===== config.mk =====
export PLATFORM = sky130hd
export DESIGN_NAME = alu_share_arbiter
export DESIGN_NICKNAME = d
export VERILOG_FILES = /design/src/rtl/alu_share_arbiter.sv
export SDC_FILE = /design/constraint.sdc
export NUM_CORES = 1
export LEC_CHECK = 0
export BUFFER_PORTS_ARGS = -buffer_cell sky130_fd_sc_hd__buf_2
export CAP_MARGIN = 10
export CORE_MARGIN = 3
export CORE_UTILIZATION = 46
export DETAILED_ROUTE_END_ITERATION = 6
export HOLD_SLACK_MARGIN = 0.05
export PLACE_DENSITY = 0.78
export SLEW_MARGIN = 40
export SYNTH_ARGS = -nofsm -noshare
export SYNTH_HDL_FRONTEND = slang
export SYNTH_SLANG_ARGS = --single-unit

===== constraint.sdc =====
create_clock -name clk -period 2.23 [get_ports clk]
set_clock_uncertainty 0.2 [all_clocks]
set_input_delay 0.446 -clock clk [delete_from_list [all_inputs] [get_ports clk]]
set_output_delay 0.446 -clock clk [all_outputs]
set_load 0.005 [all_outputs]

===== src/rtl/alu_share_arbiter.sv =====
// Round-robin arbiter that shares one combinational ALU between two requesters.
// Each requester gets a registered result on its own valid/ready response channel.
//
// state | meaning
// IDLE  | waiting for a request; grant round-robin, latch operands on handshake
// EXEC  | ALU driven from the issue registers; capture result at end of cycle
// RESP  | owner's response valid; wait for the owner's ready
module alu_share_arbiter #(
   parameter int DATA_W = 32,
   parameter int OPT_W  = 4
) (
   input  logic              clk,
   input  logic              reset,
   input  logic              req0_valid,
   output logic              req0_ready,
   input  logic [DATA_W-1:0] req0_oprd1,
   input  logic [DATA_W-1:0] req0_oprd2,
   input  logic [OPT_W-1:0]  req0_option,
   input  logic              req1_valid,
   output logic              req1_ready,
   input  logic [DATA_W-1:0] req1_oprd1,
   input  logic [DATA_W-1:0] req1_oprd2,
   input  logic [OPT_W-1:0]  req1_option,
   output logic              rsp0_valid,
   input  logic              rsp0_ready,
   output logic [DATA_W-1:0] rsp0_result,
   output logic              rsp0_zero,
   output logic              rsp0_err,
   output logic              rsp1_valid,
   input  logic              rsp1_ready,
   output logic [DATA_W-1:0] rsp1_result,
   output logic              rsp1_zero,
   output logic              rsp1_err,
   output logic [DATA_W-1:0] alu_oprd1,
   output logic [DATA_W-1:0] alu_oprd2,
   output logic [OPT_W-1:0]  alu_option,
   input  logic [DATA_W-1:0] alu_result,
   input  logic              alu_zero
);

   typedef enum logic [1:0] {IDLE, EXEC, RESP} state_t;

   localparam logic [OPT_W-1:0] OPT_DIV  = OPT_W'(4'b1001);
   localparam logic [OPT_W-1:0] OPT_BAD0 = OPT_W'(4'b1011);
   localparam logic [OPT_W-1:0] OPT_BAD1 = OPT_W'(4'b1101);
   localparam logic [OPT_W-1:0] OPT_BAD2 = OPT_W'(4'b1110);

   state_t state, state_nxt;
   logic   last_grant;
   logic   owner;
   logic   grant;
   logic   req_hs;
   logic   rsp_hs;
   logic   err_now;

   // Contention goes to whoever did not win last; a lone request always wins.
   always_comb begin
      grant = 1'b0;
      if (req0_valid && req1_valid)
         grant = ~last_grant;
      else if (req1_valid)
         grant = 1'b1;
   end

   always_ff @(posedge clk) begin
      if (reset)
         state <= IDLE;
      else
         state <= state_nxt;
   end

   always_comb begin
      state_nxt  = state;
      req0_ready = 1'b0;
      req1_ready = 1'b0;
      req_hs     = 1'b0;
      rsp_hs     = 1'b0;
      case (state)
         IDLE: begin
            req0_ready = req0_valid & ~grant;
            req1_ready = req1_valid & grant;
            req_hs     = (req0_valid & ~grant) | (req1_valid & grant);
            if (req_hs)
               state_nxt = EXEC;
         end
         EXEC: state_nxt = RESP;
         RESP: begin
            rsp_hs = owner ? rsp1_ready : rsp0_ready;
            if (rsp_hs)
               state_nxt = IDLE;
         end
         default: state_nxt = IDLE;
      endcase
   end

   assign err_now = ((alu_option == OPT_DIV) && (alu_oprd2 == '0)) ||
                    (alu_option inside {OPT_BAD0, OPT_BAD1, OPT_BAD2});

   // The alu_* outputs double as the issue registers, so they hold between ops.
   always_ff @(posedge clk) begin
      if (reset) begin
         last_grant  <= 1'b1;
         owner       <= 1'b0;
         alu_oprd1   <= '0;
         alu_oprd2   <= '0;
         alu_option  <= '0;
         rsp0_valid  <= 1'b0;
         rsp0_result <= '0;
         rsp0_zero   <= 1'b0;
         rsp0_err    <= 1'b0;
         rsp1_valid  <= 1'b0;
         rsp1_result <= '0;
         rsp1_zero   <= 1'b0;
         rsp1_err    <= 1'b0;
      end else begin
         if (state == IDLE && req_hs) begin
            owner      <= grant;
            last_grant <= grant;
            alu_oprd1  <= grant ? req1_oprd1  : req0_oprd1;
            alu_oprd2  <= grant ? req1_oprd2  : req0_oprd2;
            alu_option <= grant ? req1_option : req0_option;
         end
         if (state == EXEC) begin
            if (owner) begin
               rsp1_valid  <= 1'b1;
               rsp1_result <= err_now ? '0 : alu_result;
               rsp1_zero   <= err_now | alu_zero;
               rsp1_err    <= err_now;
            end else begin
               rsp0_valid  <= 1'b1;
               rsp0_result <= err_now ? '0 : alu_result;
               rsp0_zero   <= err_now | alu_zero;
               rsp0_err    <= err_now;
            end
         end
         if (rsp_hs) begin
            if (owner)
               rsp1_valid <= 1'b0;
            else
               rsp0_valid <= 1'b0;
         end
      end
   end

endmodule


# Word-level counts from Yosys, hierarchy flattened

Cells that the tools add are included.

Register bits after elaboration: 142
Input port bits: 175
Output and inout bits: 140
Logic and storage cells: 61

Eq/ne operators: 8
Multiplexer cells: 22
Bitwise gates (word level): 7
Reductions and logical operators: 10

Operators with widths:

| kind                                                            | number |
|---|---|
| 32-bit two-way mux                                              | 3 |
| 32-bit zero test                                                | 1 |
| 4-bit == test, second input constant                            | 4 |
| 1-bit two-way mux                                               | 15 |
| 2-bit case mux with 3 select lines                              | 1 |
| 2-bit AND reduction                                             | 3 |
| 2-bit two-way mux                                               | 2 |
| 4-bit two-way mux                                               | 1 |
| 2-bit inequality test, second input constant                    | 2 |
| 1-bit logical AND                                               | 3 |
| 1-bit NOT                                                       | 3 |
| 3-bit nonzero test                                              | 1 |
| 1-bit AND                                                       | 2 |
| 2-bit by 1-bit == test with 1-bit output, second input constant | 1 |
| 2-bit == test, second input constant                            | 1 |
| 2-bit zero test                                                 | 1 |
| 1-bit bitwise OR                                                | 2 |
| 1-bit logical OR                                                | 1 |

# Logic depth before layout (Yosys ltp)

Word-level depth: 7
Gate-level depth with buffers: 7
Mapped depth without buffers: 4

# Least setup slack after synthesis

No wires, ideal clock.

Kind: input -> output
From: input req1_valid
To: output req1_ready
Arrival time: 1.151 ns
Setup slack: 0.433 ns
Cell stages on the path: 4
Buffers on the path: 2
Cells stage by stage: a21boi_0 -> buf_2 -> buf_2 -> and2_1

Word-level cells in the longest chain between the ends: 4

Ends and longest elaborated chain:

| what                                                          | line   | text |
|---|---|---|
| start, declared                                               | 19     | `input logic req1_valid,` |
| 1-bit two-way mux / 1-bit logical AND (equally long branches) | 61, 59 |  |
| 1-bit two-way mux                                             | 59     | `if (req0_valid && req1_valid)` |
| 1-bit AND (*)                                                 | 81     | `req1_ready = req1_valid & grant;` |
| 1-bit two-way mux (*)                                         | 78     | `case (state)` |
| end, declared                                                 | 20     | `output logic req1_ready,` |

Mark *: on every way between the ends. The rest lies on a longest branch, timed or not.

# Worst setup path in the final report

From: register state[1]
To: output req0_ready

Word-level cells in the longest chain between the ends: 2

Ends and longest elaborated chain:

| what                   | line | text |
|---|---|---|
| start, declared        | 48   | `state_t state, state_nxt;` |
| start signal, assigned | 69   | `state <= state_nxt;` |
| 2-bit zero test        | 78   |  |
| 1-bit two-way mux      | 78   |  |
| end, declared          | 15   | `output logic req0_ready,` |

No other way between the ends.

==> summary.txt <==
Status
  – Status: finished clean

Critical path
  – Worst reg2reg startpoint: alu_option[3]$_SDFFE_PP0P_
  – Critical Path Sink Type: output pin
  – CP max-delay cell: dfxtp_1
  – CP cell instances: nor2_2 -> nand2_1 -> nor2_1 -> buf_2
  – CP Class: reg2out
  – Worst R2R Path Depth: 5
  – Worst reg2reg endpoint: rsp1_result[27]$_SDFFE_PP0P_
  – Max FO, Critical Path: 7
  – Critical path data required time: 1580 ps
  – Critical Path AT: 1410 ps
  – CP peak stage delay: 390 ps
  – Setup crit start kind: flop
  – R2R Setup Slk: 220 ps

Floorplanning
  – Die Wd: 121 um
  – DIE HEIGHT: 121 um
  – I/O pins: 315
  – Die area: 0.0147 mm^2
  – Core box area: 0.0128 mm^2
  – Initial core utilization: 47.6%
  – Row Count: 41

Synthesis
  – Number of cells produced by synthesis: 668
  – YS warnings: 0
  – Most common cell in the netlist: dfxtp_1
  – Distinct cells, synth: 37
  – Yosys top cell by area: dfxtp_1
  – Synth Area per Inst: 9.15 um^2
  – Sequential area share after synthesis: 46.5%
  – Commonest cells post-synth: dfxtp_1 (142), nor2_1 (78), nand2_1 (71)
  – Area contributors post-synth: dfxtp_1 (47%), mux2i_1 (11%), a211oi_1 (8.6%)
  – Net Count, Synth: 843
  – Async set-reset flop share out of synthesis: 0%
  – #FFs+latches synth: 142
  – Synth Cell Area: 0.00611 mm^2
  – Post-synth EDFFs: 0
  – Synth top area share: 46.5%
  – Top FF cell, synth: dfxtp_1

Placed design
  – GPL Wtd Cong: 0.810
  – Port Buffers: 314
  – Post-DP HPWL: 14,200 um
  – Pre-CTS setup slack: 226 ps

Global route
  – Initial antenna violation count: 3
  – Largest net degree at the start of global routing: 70
  – Vias in the first global route: 5,797
  – Total global routing overflow: 0
  – Wire length of the first global-routing pass: 29,600 um
  – All-layer global routing usage: 25.6%

Clock tree
  – Clock latency on the worst-skew pair: 410 ps
  – Clk slew on worst S/H paths: 60 ps
  – CTS root buffer: clkbuf_16
  – CTS tree: done
  – Clock Sinks: 142
  – Post_cts resized: 0
  – CTS Buf Count: 17
  – Hold-fix buffers, CTS: 0
  – H-tree depth: 4
  – Postcts setup bufs: 0
  – Max Buffers Root-to-Sink: 2

Route
  – DR vias/cell: 5.34
  – Post-route ant nets: 0
  – Vias: 6,119
  – Initial DRC count: 447
  – Detailed Routing Iterations Pass 1: 5
  – WL/cell: 17.0 um
  – Final wirelength: 19,500 um
  – DRC errors left: 0

STA
  – Unrepaired setup endpoints after global routing: no
  – Max Clock Freq: 0.487 GHz
  – Setup TNS: 0 ps
  – Final hold vios: 0
  – Final Critical Period: 2050 ps
  – Tcrit/Tclk final: 92.1%
  – Slew Limit Fails: 0
  – Worst-margin pin slew: 658 ps
  – Finish-stage setup viols: 0
  – Final worst slack: 177 ps
  – Max-slew headroom: 56.2%

Power
  – Power density cells: 808 mW/mm^2
  – Leakage: 3.86 nW
  – Worst IR Drop VDD: 0.000482 V

Worst hold path
  – Hold Crit Start: alu_result[3]
  – Hold Path Stages: 3
  – Hold endpoint: rsp0_result[3]$_SDFFE_PP0P_
  – HP Class: in2reg

Cells and area
  – Multi-input gate area: 0.00292 mm^2
  – Filler cell count: 1,098
  – Area growth syn-to-layout: 37.3%
  – Layout cells sized above 1: 39.0%
  – Net count, final: 1,133
  – Reg area: 0.00284 mm^2

Run
  – Max-cap viol count: 0
[cell type report]
class	count	share of cell area [%]
Tap cell	172	2.56
Inverter	1	0.0447
Multi-Input combinational cell	458	34.8
Clock buffer	21	5.61
Timing Repair Buffer	338	21.9
Antenna cell	2	0.0596
Clock inverter	11	1.09
Sequential cell	142	33.9
[sequential cells by signal, summed over array words and instances (netlist names), named ones only]
register / count
last_grant: 1
rsp0_err: 1
rsp1_result: 32
rsp1_zero: 1
state: 2
rsp0_result: 32
alu_oprd2: 32
owner: 1
rsp1_err: 1
alu_option: 4
alu_oprd1: 32
rsp0_zero: 1
[cells by family after synthesis]
| family | synth area share (%) |
|---|---|
| simple gates | 17.2 |
| compound gates | 18.6 |
| flops | 46.5 |
| mux | 11.5 |
| buf+inv | 6.06 |
| xor+xnor | 0.143 |
[placed cells by master (no fill, tap or decap), types with 2 or more instances in the layout]
| cell | instances |
|---|---|
| nand2_1 | 71 |
| clkbuf_16 | 17 |
| nor4_1 | 5 |
| nand2b_1 | 2 |
| diode_2 | 2 |
| clkinv_2 | 6 |
| nor4b_1 | 2 |
| dfxtp_1 | 142 |
| o21bai_1 | 2 |
| o31ai_1 | 64 |
| clkinvlp_4 | 3 |
| a31oi_1 | 2 |
| nand3b_1 | 2 |
| a311oi_1 | 2 |
| or4_1 | 2 |
| a211oi_1 | 70 |
| nor2_1 | 77 |
| clkbuf_8 | 3 |
| nand3_1 | 65 |
| buf_12 | 7 |
| mux2i_1 | 70 |
| a21oi_2 | 2 |
| buf_4 | 17 |
| buf_2 | 314 |
| a21oi_1 | 4 |
[per-layer routing]
layer | track usage (%) | wire (um)
met2 | 44.3 | 10000
met4 | 9.31 | 346
met1 | 29.0 | 7450
met3 | 9.28 | 1680
met5 | 0 | 12
[critical path: cells and delay by family (launching register included)]
| family | cells | cell delay (ps) |
|---|---|---|
| DFF | 1 | 390 |
| buffers and inverters | 1 | 120 |
| and+or+nand+nor | 3 | 490 |
[report_power, final]
group          internal, mW  switching [mW]
logic                 0.565           0.637
clock network          1.61            1.04
registers              2.76           0.157
[worst max path at each step]
stage,startpoint,endpoint,slack (ps)
2_1_floorplan,req1_valid,req1_ready,430
3_3_place_gp,alu_option[3]$_SDFFE_PP0P_,rsp1_result[26]$_SDFFE_PP0P_,250
3_5_place_dp,alu_option[3]$_SDFFE_PP0P_,rsp0_result[25]$_SDFFE_PP0P_,230
4_1_cts,state[1]$_SDFFE_PP0P_,req0_ready,70
5_1_grt,state[1]$_SDFFE_PP0P_,req0_ready,60
6_report,state[1]$_SDFFE_PP0P_,req0_ready,180
[metrics by stage]
step                      hold slack (ps)  cell area [um^2]  util (%)  power [mW]  std cells
after floorplan                       254              6110         -        3.60        668
after global placement                251              7820      61.0        4.16       1111
after detailed placement              255              7820      61.0        4.18       1111
after CTS                            63.8              8380      65.4        6.82       1143
after global routing                 67.2              8390      65.4        7.10       1145
final                                86.9              8390      65.4        6.78       1145
(Power assumes the default switching activity.)
